`src/rtl/regfile_context_engine_if.sv`:
```
// Command, register-file and save/restore stream signals of the context engine.
// master = engine side, slave = register file / stream / requester side.
interface regfile_context_engine_if #(
    parameter int ADDR_W = 4,
    parameter int DATA_W = 32
);
    logic              cmd_valid;
    logic              cmd_ready;
    logic              cmd_op;
    logic [ADDR_W-1:0] cmd_first;
    logic [ADDR_W-1:0] cmd_last;
    logic [ADDR_W-1:0] rf_read_addr;
    logic [DATA_W-1:0] rf_read_data;
    logic [ADDR_W-1:0] rf_write_addr;
    logic [DATA_W-1:0] rf_write_data;
    logic              sv_valid;
    logic              sv_ready;
    logic [DATA_W-1:0] sv_data;
    logic              sv_last;
    logic              rs_valid;
    logic              rs_ready;
    logic [DATA_W-1:0] rs_data;
    logic              busy;
    logic              done;

    modport master (
        input  cmd_valid, cmd_op, cmd_first, cmd_last, rf_read_data,
               sv_ready, rs_valid, rs_data,
        output cmd_ready, rf_read_addr, rf_write_addr, rf_write_data,
               sv_valid, sv_data, sv_last, rs_ready, busy, done
    );

    modport slave (
        output cmd_valid, cmd_op, cmd_first, cmd_last, rf_read_data,
               sv_ready, rs_valid, rs_data,
        input  cmd_ready, rf_read_addr, rf_write_addr, rf_write_data,
               sv_valid, sv_data, sv_last, rs_ready, busy, done
    );
endinterface

```
`src/rtl/regfile_context_engine.sv`:
```
// Save/restore sequencer streaming a wrapping register range; one beat per cycle, save data same-cycle.
// Stalls on sv_ready/rs_valid; restore write is registered for one cycle. SKIP_R0_EN drops R0 from the range.
module regfile_context_engine #(
    parameter int NUM_REGS = 16,
    parameter int ADDR_W   = 4,
    parameter int DATA_W   = 32
) (
    input  logic                     i_clk,
    input  logic                     i_rst_n,
    regfile_context_engine_if.master bus
);
    typedef enum logic [1:0] {S_IDLE, S_SAVE, S_RESTORE, S_DONE} state_t;

    state_t            r_state;
    logic [ADDR_W-1:0] r_idx;
    logic [ADDR_W-1:0] r_last;
    logic              r_cmd_ready;
    logic              r_busy;
    logic              r_done;
    logic              r_sv_valid;
    logic              r_rs_ready;
    logic [ADDR_W-1:0] r_wr_addr;
    logic [DATA_W-1:0] r_wr_data;

    logic [ADDR_W-1:0] w_first;
    logic [ADDR_W-1:0] w_last;
    logic              w_empty;
    logic              w_at_last;
    logic              w_sv_hs;
    logic              w_rs_hs;

    function automatic logic [ADDR_W-1:0] f_next(input logic [ADDR_W-1:0] idx);
        logic [ADDR_W-1:0] n;
        n = ADDR_W'((32'(idx) + 32'd1) % NUM_REGS);
`ifdef SKIP_R0_EN
        if (n == '0) n = ADDR_W'(1);
`endif
        return n;
    endfunction

`ifdef SKIP_R0_EN
    // Clip R0 off either end of the range; a range of only R0 is empty.
    assign w_first = (bus.cmd_first == '0) ? ADDR_W'(1) : bus.cmd_first;
    assign w_last  = (bus.cmd_last == '0) ? ADDR_W'(NUM_REGS - 1) : bus.cmd_last;
    assign w_empty = (bus.cmd_first == '0) && (bus.cmd_last == '0);
`else
    assign w_first = bus.cmd_first;
    assign w_last  = bus.cmd_last;
    assign w_empty = 1'b0;
`endif

    assign w_at_last = (r_idx == r_last);
    assign w_sv_hs   = r_sv_valid && bus.sv_ready;
    assign w_rs_hs   = r_rs_ready && bus.rs_valid;

    assign bus.cmd_ready     = r_cmd_ready;
    assign bus.busy          = r_busy;
    assign bus.done          = r_done;
    assign bus.sv_valid      = r_sv_valid;
    assign bus.rs_ready      = r_rs_ready;
    assign bus.rf_read_addr  = r_idx;
    assign bus.sv_data       = r_sv_valid ? bus.rf_read_data : '0;
    assign bus.sv_last       = r_sv_valid && w_at_last;
    assign bus.rf_write_addr = r_wr_addr;
    assign bus.rf_write_data = r_wr_data;

    always_ff @(posedge i_clk) begin
        if (!i_rst_n) begin
            r_state     <= S_IDLE;
            r_idx       <= '0;
            r_last      <= '0;
            r_cmd_ready <= 1'b1;
            r_busy      <= 1'b0;
            r_done      <= 1'b0;
            r_sv_valid  <= 1'b0;
            r_rs_ready  <= 1'b0;
            r_wr_addr   <= '0;
            r_wr_data   <= '0;
        end else begin
            // Write port falls back to the R0 no-op unless a beat lands this cycle.
            r_done    <= 1'b0;
            r_wr_addr <= '0;
            r_wr_data <= '0;
            case (r_state)
                S_IDLE: begin
                    if (bus.cmd_valid) begin
                        r_idx       <= w_first;
                        r_last      <= w_last;
                        r_cmd_ready <= 1'b0;
                        r_busy      <= 1'b1;
                        if (w_empty) begin
                            r_state <= S_DONE;
                            r_done  <= 1'b1;
                        end else if (bus.cmd_op) begin
                            r_state    <= S_RESTORE;
                            r_rs_ready <= 1'b1;
                        end else begin
                            r_state    <= S_SAVE;
                            r_sv_valid <= 1'b1;
                        end
                    end
                end
                S_SAVE: begin
                    if (w_sv_hs) begin
                        if (w_at_last) begin
                            r_state    <= S_DONE;
                            r_sv_valid <= 1'b0;
                            r_done     <= 1'b1;
                        end else begin
                            r_idx <= f_next(r_idx);
                        end
                    end
                end
                S_RESTORE: begin
                    if (w_rs_hs) begin
                        r_wr_addr <= r_idx;
                        r_wr_data <= bus.rs_data;
                        if (w_at_last) begin
                            r_state    <= S_DONE;
                            r_rs_ready <= 1'b0;
                            r_done     <= 1'b1;
                        end else begin
                            r_idx <= f_next(r_idx);
                        end
                    end
                end
                S_DONE: begin
                    r_state     <= S_IDLE;
                    r_busy      <= 1'b0;
                    r_cmd_ready <= 1'b1;
                end
                default: begin
                    r_state     <= S_IDLE;
                    r_busy      <= 1'b0;
                    r_cmd_ready <= 1'b1;
                    r_sv_valid  <= 1'b0;
                    r_rs_ready  <= 1'b0;
                end
            endcase
        end
    end
endmodule

```
`src/flat_wrapper.sv`:
```
// flat-port wrapper written by rule: the top's interface ports become plain ports
module regfile_context_engine_flat 
#(
    parameter int NUM_REGS = 16,
    parameter int ADDR_W   = 4,
    parameter int DATA_W   = 32
)
  (i_clk, i_rst_n, bus_cmd_valid, bus_cmd_op, bus_cmd_first, bus_cmd_last, bus_rf_read_data, bus_sv_ready, bus_rs_valid, bus_rs_data, bus_cmd_ready, bus_rf_read_addr, bus_rf_write_addr, bus_rf_write_data, bus_sv_valid, bus_sv_data, bus_sv_last, bus_rs_ready, bus_busy, bus_done);
  regfile_context_engine_if #(.ADDR_W(ADDR_W), .DATA_W(DATA_W)) bus_i ();
  input  logic i_clk;
  input  logic i_rst_n;
  input wire logic [$bits(bus_i.cmd_valid)-1:0] bus_cmd_valid;
  input wire logic [$bits(bus_i.cmd_op)-1:0] bus_cmd_op;
  input wire logic [$bits(bus_i.cmd_first)-1:0] bus_cmd_first;
  input wire logic [$bits(bus_i.cmd_last)-1:0] bus_cmd_last;
  input wire logic [$bits(bus_i.rf_read_data)-1:0] bus_rf_read_data;
  input wire logic [$bits(bus_i.sv_ready)-1:0] bus_sv_ready;
  input wire logic [$bits(bus_i.rs_valid)-1:0] bus_rs_valid;
  input wire logic [$bits(bus_i.rs_data)-1:0] bus_rs_data;
  output wire logic [$bits(bus_i.cmd_ready)-1:0] bus_cmd_ready;
  output wire logic [$bits(bus_i.rf_read_addr)-1:0] bus_rf_read_addr;
  output wire logic [$bits(bus_i.rf_write_addr)-1:0] bus_rf_write_addr;
  output wire logic [$bits(bus_i.rf_write_data)-1:0] bus_rf_write_data;
  output wire logic [$bits(bus_i.sv_valid)-1:0] bus_sv_valid;
  output wire logic [$bits(bus_i.sv_data)-1:0] bus_sv_data;
  output wire logic [$bits(bus_i.sv_last)-1:0] bus_sv_last;
  output wire logic [$bits(bus_i.rs_ready)-1:0] bus_rs_ready;
  output wire logic [$bits(bus_i.busy)-1:0] bus_busy;
  output wire logic [$bits(bus_i.done)-1:0] bus_done;
  assign bus_i.cmd_valid = bus_cmd_valid;
  assign bus_i.cmd_op = bus_cmd_op;
  assign bus_i.cmd_first = bus_cmd_first;
  assign bus_i.cmd_last = bus_cmd_last;
  assign bus_i.rf_read_data = bus_rf_read_data;
  assign bus_i.sv_ready = bus_sv_ready;
  assign bus_i.rs_valid = bus_rs_valid;
  assign bus_i.rs_data = bus_rs_data;
  assign bus_cmd_ready = bus_i.cmd_ready;
  assign bus_rf_read_addr = bus_i.rf_read_addr;
  assign bus_rf_write_addr = bus_i.rf_write_addr;
  assign bus_rf_write_data = bus_i.rf_write_data;
  assign bus_sv_valid = bus_i.sv_valid;
  assign bus_sv_data = bus_i.sv_data;
  assign bus_sv_last = bus_i.sv_last;
  assign bus_rs_ready = bus_i.rs_ready;
  assign bus_busy = bus_i.busy;
  assign bus_done = bus_i.done;
  regfile_context_engine #(.NUM_REGS(NUM_REGS), .ADDR_W(ADDR_W), .DATA_W(DATA_W)) u_core (.i_clk(i_clk), .i_rst_n(i_rst_n), .bus(bus_i));
endmodule
```
`config.mk`:
```
export PLATFORM = sky130hd
export DESIGN_NAME = regfile_context_engine_flat
export DESIGN_NICKNAME = d
export VERILOG_FILES = /design/src/rtl/regfile_context_engine_if.sv /design/src/rtl/regfile_context_engine.sv /design/src/flat_wrapper.sv
export SDC_FILE = /design/constraint.sdc
export NUM_CORES = 1
export LEC_CHECK = 0
export ABC_AREA = 1
export BUFFER_PORTS_ARGS = -buffer_cell sky130_fd_sc_hd__buf_4
export CORE_UTILIZATION = 41
export DETAILED_ROUTE_END_ITERATION = 7
export MAX_ROUTING_LAYER = met4
export PLACE_DENSITY = 0.81
export SLEW_MARGIN = 20
export SYNTH_ARGS = -nofsm -noshare
export SYNTH_HDL_FRONTEND = slang
export SYNTH_SLANG_ARGS = --single-unit
export TNS_END_PERCENT = 1
```
`constraint.sdc`:
```
create_clock -name i_clk -period 1.9 [get_ports i_clk]
set_clock_uncertainty 0.1 [all_clocks]
set_input_delay 0.38 -clock i_clk [delete_from_list [all_inputs] [get_ports i_clk]]
set_output_delay 0.38 -clock i_clk [all_outputs]
set_load 0.05 [all_outputs]
```
======== After elaboration in Yosys (flattened, before gate mapping) ========
Index checks and enable logic that the tools add are counted.
operators by class
  $add $sub $neg .......................... 1
  equality and inequality tests ........... 11
  muxes and demuxes ....................... 29
  reductions and logical operators ........ 15
operators by type and width
  cell                                                                    count
  32-bit two-way mux                                                      1
  4-bit two-way mux                                                       4
  1-bit two-way mux                                                       12
  4-bit case mux with 3 select lines                                      1
  2-bit two-way mux                                                       5
  1-bit case mux with 2 select lines                                      5
  5-bit AND reduction                                                     2
  2-bit by 1-bit != test with 1-bit output (second input constant)        4
  2-bit case mux with 4 select lines                                      1
  2-bit != test (second input constant)                                   3
  3-bit AND reduction                                                     2
  2-bit nonzero test                                                      3
  4-bit by 1-bit adder with 4-bit output (second input constant)          1
  2-bit equality test (second input constant)                             2
  4-bit equality test                                                     1
  2-bit AND reduction                                                     2
  4-bit AND reduction                                                     1
  1-bit logical AND                                                       3
  3-bit nonzero test                                                      1
  2-bit by 1-bit equality test with 1-bit output (second input constant)  1
  2-bit logical NOT                                                       1
storage, ports and cells
  output and inout port bits .............. 78
  input port bits ......................... 78
  bits in registers ....................... 51

======== Longest topological paths before layout ========
Gate-level depths: netlist of the first run.
  depth after elaboration ................. 4
  depth in mapped cells ................... 10
  mapped depth without buffers ............ 10

======== Worst setup path after synthesis of the first run ========
OpenSTA, ideal clock, no wires.
  kind .................................... register -> output
  from .................................... register u_core.r_idx[1], in the netlist u_core.bus.rf_read_addr[1]
  to ...................................... output bus_sv_last
  arrival ................................. 1.803 ns
  buffers on the path ..................... 0
  data required time ...................... 1.420 ns
  stages on the path, launching flop included .. 7
  setup slack ............................. -0.383 ns
  path through ............................ dfxtp_1 inv_2 nand2_1 nand2_1 nor2_2 nand2_2 nor2_1
between the ends
  word-level cells in the longest chain between the ends .. 2
ends and longest elaborated chain
  element                   RTL line                       text
  start: declaration        regfile_context_engine.sv:15   logic [ADDR_W-1:0] r_idx;
  start signal: assignment  regfile_context_engine.sv:87   r_idx <= w_first;
  start signal: assignment  regfile_context_engine.sv:110  r_idx <= f_next(r_idx);
  start signal: assignment  regfile_context_engine.sv:123  r_idx <= f_next(r_idx);
  4-bit equality test       regfile_context_engine.sv:52   assign w_at_last = (r_idx == r_last);
  1-bit logical AND         regfile_context_engine.sv:63   assign bus.sv_last = r_sv_valid && w_at_last;
  end: declaration          flat_wrapper.sv:26             output wire logic [$bits(bus_i.sv_last)-1:0] bus_sv_last;
No other way between the ends.

======== Final worst setup path of the first run ========
Ends and elaborated chain as after synthesis.

==> impl_metrics.py, run 1 <==
metrics = {
    "status": {
        "status": "finished clean",
    },
    "synth": {
        "synthArstFlopShare_pct": 0,
        "synth-edff-count": 0,
        "ys.flop_type": "dfxtp_1",
        "netlist_area_um2": 2205,
        "synthDistinctLibCells": 27,
        "yosys.area.top_type": "dfxtp_1",
        "syn_inst": 316,
        "netlist.area_leader.share_pct": 46.31,
        "syn-num-nets": 399,
        "yosysWarnings": 0,
        "seq_area_frac_synth_pct": 46.31,
        "syn_area_per_cell_um2": 6.977,
        "synth-seq-cells": 51,
        "synthTopCellsByArea": "dfxtp_1 46%, inv_1 14%, nand2_1 12%, nor2_1 7.7%, ha_1 2.8%",
    },
    "pwr": {
        "p_total_mw": 4.387,
        "powerDensity_nw_per_um2": 1201,
        "vdd_drop_max_mv": 0.8228,
        "power.leakage_nw": 2.219,
    },
    "sta": {
        "fmax_mhz": 536.8,
        "slew_violations": 0,
        "period_share_pct": 98.04,
        "rsz0062_at_grt": "yes",
        "relSlewSlack_pct": 75.34,
        "finalSetupViolCount": 0,
        "hold_ws_ns": 0.1788,
        "period_needed_ns": 1.863,
        "worst_pin_slew_ns": 0.3695,
        "hold_viol": 0,
    },
    "floorplan": {
        "start_util_pct": 42.89,
        "ioPinCount": 156,
        "dieHeight_um": 75.33,
        "die_w_um": 75.33,
        "die_area_um2": 5675,
        "placeableCoreArea_um2": 5140,
        "rows": 26,
    },
    "flow_run": {
        "cap_violations": 0,
    },
    "placement": {
        "gp_congestion": 0.8939,
        "dp_cells": 536,
        "io_buffers": 155,
        "dpl.hpwl_mm": 4.417,
    },
    "clock_network": {
        "cts_tree": "built",
        "clock_latency_ns": 0.31,
        "hold_buffers": 0,
        "numCtsBuffers": 5,
        "htreeDepth": 2,
        "max-clock-path-buffers": 2,
        "cts-root-buf": "clkbuf_8",
        "cts.clk_slew.worst_paths_ns": 0.10,
        "cts_sinks": 51,
    },
    "critical_path": {
        "startpoint": "u_core.bus.rf_read_addr[1]",
        "worst-r2r-cell-count": 8,
        "worst_r2r_startpoint": "u_core.r_state[1]",
        "regToRegSetupSlack_ns": 0.15,
        "r2r_end": "u_core.bus.rf_read_addr[3]",
        "cp-start-kind": "flop",
        "cp.arrival_ns": 1.38,
        "end_kind": "primary output",
        "path_class": "reg2out",
        "worstPathRequired_ns": 1.42,
        "crit_fanout": 6,
        "crit_end": "bus_sv_last",
    },
    "detailed_routing": {
        "wirelength_mm": 5.727,
        "wl_per_cell_um": 10.49,
        "drc_errors": 0,
        "firstDrtPassIters": 4,
        "via_per_inst": 4.293,
        "ant_nets": 0,
        "drtIter0Drc": 78,
        "routed-via-count": 2344,
    },
    "layout": {
        "drive_above_1_share_pct": 41.39,
        "area_delta_synth_final_pct": 65.72,
        "diodes": 0,
        "fill_cells": 426,
        "fin_nets": 558,
        "final_util_pct": 71.08,
        "final_cells": 546,
    },
    "global_route": {
        "grt_pass1_wl_mm": 7.969,
        "antenna_found_initial": 0,
        "grt_pass1_vias": 1898,
        "grt_max_degree": 29,
        "grt_usage_pct": 19.32,
        "overflow": 0,
    },
    "hold_path": {
        "hp-class": "in2reg",
    },
}
==> area by class of cell <==
class	instances	area (um2)	area share, %
clock inverters	2	38.79	1.062
inverters	87	326.6	8.938
clock buffers	6	82.58	2.260
well taps	70	87.58	2.397
multi-input cells	169	845.8	23.15
flip-flops and latches	51	1035	28.32
repair buffers	161	1237	33.87
==> power by group <==
| group | switching (mW) | total, mW | internal (mW) |
|---|---|---|---|
| clock | 0.365 | 0.799 | 0.433 |
| combinational | 1.49 | 2.28 | 0.791 |
| sequential | 0.117 | 1.31 | 1.19 |
| total | 1.97 | 4.39 | 2.42 |
==> cell families after synthesis <==
family	synth area share, %
AOI/OAI and AO/OA	4.313
adders and majority gates	2.838
DFF	46.31
and+or+nand+nor	29.51
buffers and inverters	16.57
muxes	0.4540
==> worst max-delay path, cell delays in order (launching register included) <==
cell and delay, ns:
dfxtp_4 0.39, inv_2 0.04, nand2_1 0.05, nand2_1 0.08, nor2_4 0.18, nand2_4 0.09, nor2_4 0.08, buf_6 0.16
==> worst min path at each step <==
stage	start	cells past startpoint	end
floorplan	u_core.r_last[0]	2	u_core.r_last[0]
finish	bus_rs_data[4]	3	u_core.bus.rf_write_data[4]
global route	bus_rs_data[4]	3	u_core.bus.rf_write_data[4]
CTS	bus_rs_data[4]	3	u_core.bus.rf_write_data[4]
detailed placement	u_core.r_last[2]	2	u_core.r_last[2]
global placement	u_core.r_last[0]	2	u_core.r_last[0]
==> Yosys cell counts (2+ instances only) <==
library cell	count
clkbuf_1	7
nand2_2	4
nand3_1	7
inv_1	80
nor2_2	2
clkinv_1	2
nand3_2	2
ha_1	5
o21ai_0	9
a21oi_1	7
dfxtp_1	51
inv_2	5
nand4_1	5
or2_2	2
nor2_1	45
nand2_1	72
==> layout by cell type, fill, tap and decap left out, types with 2 or more instances in the layout <==
cell and instances:
dfxtp_2 2, buf_12 2, buf_4 158, nand3_2 2
o21ai_0 9, inv_1 80, or2_2 2, nand2_4 2
clkinv_1 2, inv_2 5, nor2_4 4, dfxtp_4 3
ha_1 4, a21oi_1 7, nand4_1 5, nor2_1 44
dfxtp_1 46, nand2_2 4, clkbuf_8 6, nand3_1 7
nand2_1 71
==> registers in the layout, indices dropped and copies added (netlist names) <==
register,cells
u_core.bus.rs_ready,1
u_core.bus.busy,1
u_core.bus.cmd_ready,1
u_core.bus.rf_read_addr,4
u_core.r_last,4
u_core.bus.done,1
u_core.r_state,2
u_core.bus.sv_valid,1
u_core.bus.rf_write_data,32
u_core.bus.rf_write_addr,4
==> metrics by stage <==
stage / setup slack [ns] / instance area (um2) / setup TNS (ns)
2_1_floorplan: -0.07094 / 2216 / -2.128
3_3_place_gp: 0.2441 / 3483 / 0
3_5_place_dp: 0.1618 / 3483 / 0
4_1_cts: 0.01053 / 3627 / 0
5_1_grt: -0.04530 / 3654 / -0.04530
6_report: 0.03725 / 3654 / 0
==> metal layers <==
| layer | global-route usage, % | part of all wire (%) |
|---|---|---|
| met1 | 20.20 | 39 |
| met2 | 34.72 | 50 |
| met3 | 5.291 | 9.4 |
| met4 | 6.996 | 1.4 |
| met5 | - | 0 |
==> repair_timing <==
action                                  4_1_cts  5_1_grt
resized for setup                             7        4
cloned                                        0        0
endpoints found under the setup margin        1       26
setup buffers                                 0        2
pin swaps                                     0        1
Note: power is estimated with default switching activity, not from simulation.
==> inputs of run 2 (changes only) <==
Settings changed: PLACE_DENSITY 0.81 to not set, PLACE_DENSITY_LB_ADDON set to 0.05.
==> run 2 against run 1 <==
  * Total power increased by 4.3%
  * Register-to-register slack hardly changed
  * Largest cell class unchanged
  * Via count is 1.5% higher
  * Sequential cell count unchanged
  * Sequential power about the same
  * Clock power up 13%
==> impl_metrics.py, run 2 (synthesis results as in run 1) <==
metrics = {
    "sta": {
        "tns_ns": 0,
        "hold_viol": 0,
        "worst_pin_slew_ns": 0.2774,
        "finalSetupViolCount": 0,
        "rsz0062_at_grt": "no",
        "period_share_pct": 97.12,
        "slew_violations": 0,
        "fmax_mhz": 541.9,
        "setup_slack_ns": 0.05474,
        "period_needed_ns": 1.845,
        "relSlewSlack_pct": 81.31,
    },
    "flow_run": {
        "cap_violations": 0,
    },
    "global_route": {
        "antenna_found_initial": 0,
        "grt_pass1_wl_mm": 7.838,
        "grt_pass1_vias": 1886,
        "overflow": 0,
        "grt_max_degree": 31,
        "grt_usage_pct": 18.71,
    },
    "critical_path": {
        "end_kind": "primary output",
        "r2r_end": "u_core.bus.rf_read_addr[0]",
        "cp.arrival_ns": 1.37,
        "worstPathRequired_ns": 1.42,
        "worst_r2r_startpoint": "u_core.r_state[0]",
        "path_class": "reg2out",
        "path_cells": "inv_2 > nand2_1 > nand2_1 > nor2_4 > nand2_4 > nor2_4 > buf_8",
        "cp-start-kind": "flop",
        "worst-r2r-cell-count": 7,
        "startpoint": "u_core.bus.rf_read_addr[2]",
        "crit_fanout": 6,
        "critPathMaxStageDelay_ns": 0.39,
        "regToRegSetupSlack_ns": 0.15,
        "crit_end": "bus_sv_last",
        "slowest_stage": "dfxtp_4",
    },
    "layout": {
        "final_util_pct": 72.03,
        "register_area_um2": 1033,
        "largest_reg_flops": 32,
        "drive_above_1_share_pct": 41.49,
        "mostFrequentLayoutCells": "165 x buf_4, 80 x inv_1, 72 x nand2_1",
        "multi_input_area_um2": 840.8,
        "area_delta_synth_final_pct": 67.93,
        "fin_nets": 564,
        "final_cells": 552,
        "layout_commonest_cell": "buf_4",
        "fill_cells": 442,
        "diodes": 0,
    },
    "detailed_routing": {
        "ant_nets": 0,
        "wl_met3_um": 570,
        "drtIter0Drc": 84,
        "via_per_inst": 4.308,
        "dr_wl_met2_mm": 2.872,
        "routed-via-count": 2378,
        "wirelength_mm": 5.728,
        "top_layer_used": "met4",
        "wl_per_cell_um": 10.38,
        "firstDrtPassIters": 4,
        "drc_errors": 0,
        "wl_met1_mm": 2.217,
    },
    "pwr": {
        "powerDensity_nw_per_um2": 1236,
        "seqPwrFrac_pct": 28.1,
        "power.leakage_nw": 2.251,
        "p_int_mw": 2.591,
        "pwr-share-comb_pct": 52.2,
        "clockPowerShare_pct": 19.7,
        "vdd_drop_max_mv": 0.9312,
        "p_switching_mw": 1.984,
        "switching_share_pct": 43.37,
    },
    "hold_path": {
        "hp-class": "in2reg",
        "whs_path_depth": 3,
    },
    "clock_network": {
        "cts.clk_slew.worst_paths_ns": 0.10,
        "cts-root-buf": "clkbuf_8",
        "cts_sinks": 51,
        "clock_latency_ns": 0.31,
        "numCtsBuffers": 5,
        "htreeDepth": 2,
        "max-clock-path-buffers": 2,
        "cts_tree": "built",
    },
    "placement": {
        "io_buffers": 155,
        "dp_cells": 536,
        "dpl.hpwl_mm": 4.404,
        "gp_congestion": 0.8371,
        "post-place-ws_ns": 0.1907,
    },
    "floorplan": {
        "die_w_um": 75.33,
        "die_area_um2": 5675,
        "placeableCoreArea_um2": 5140,
        "rows": 26,
        "start_util_pct": 42.89,
        "dieHeight_um": 75.33,
        "ioPinCount": 156,
    },
    "status": {
        "status": "finished clean",
    },
}
==> run 2: cell types whose count changed in the layout (fill, tap and decap cells not counted), sizes merged <==
| cell | change |
|---|---|
| bufinv | +1 |
| clkbuf | -1 |
| buf | +6 |
==> run 2: worst min-delay path by stage <==
| stage | endpoint | start | slack (ns) |
|---|---|---|---|
| after floorplan | u_core.r_last[0] | u_core.r_last[0] | 0.34 |
| after global placement | u_core.bus.busy | u_core.bus.busy | 0.35 |
| after detailed placement | u_core.r_last[1] | u_core.r_last[1] | 0.36 |
| after CTS | u_core.bus.rf_write_data[29] | bus_rs_data[29] | 0.17 |
| after global routing | u_core.bus.rf_write_data[5] | bus_rs_data[5] | 0.17 |
| final | u_core.bus.rf_write_data[30] | bus_rs_data[30] | 0.18 |
==> run 2: cell type report <==
cell class / count / share of cell area, %
Tap cell: 70 / 2.366
Clock buffer: 5 / 1.859
Multi-Input combinational cell: 169 / 22.71
Inverter: 87 / 8.821
Sequential cell: 51 / 27.91
Timing Repair Buffer: 167 / 34.40
Clock inverter: 3 / 1.926
==> run 2: what timing repair did <==
item / CTS / global route
setup buffers: 0 / 8
hold endpoints to repair: 0 / 0
endpoints found under the setup margin: 1 / 1
pin swaps: 0 / 3
hold buffers: 0 / 0
resized for setup: 6 / 3
==> run 2: worst max-delay path, delay by kind of cell (launching register included) <==
kind	cells	cell delay, ns
buffers and inverters	2	0.20
and+or+nand+nor	5	0.47
DFF	1	0.39
==> run 2: metal layers <==
layer  GRT usage [%]  vias to the layer above
met3           5.159                        9
met2           34.62                      106
met1           19.47                     1033
li1                -                     1230
met5               -                        -
met4           4.938                        0
==> run 2: through the flow <==
step                      power, mW  instance area (um2)  hold WS [ns]
after floorplan               2.849                 2216        0.3440
after global placement        3.435                 3471        0.3505
after detailed placement      3.462                 3471        0.3610
after CTS                     4.406                 3631        0.1749
after global routing          4.851                 3702        0.1730
final                         4.575                 3702        0.1823
==> run 2: power groups by stage <==
stage / combinational (mW) / clock, mW / sequential [mW]
after floorplan: 1.34 / 0 / 1.51
after global placement: 2.13 / 0 / 1.31
after detailed placement: 2.15 / 0 / 1.31
after CTS: 2.19 / 0.924 / 1.30
after global routing: 2.58 / 0.971 / 1.30
final: 2.39 / 0.901 / 1.28
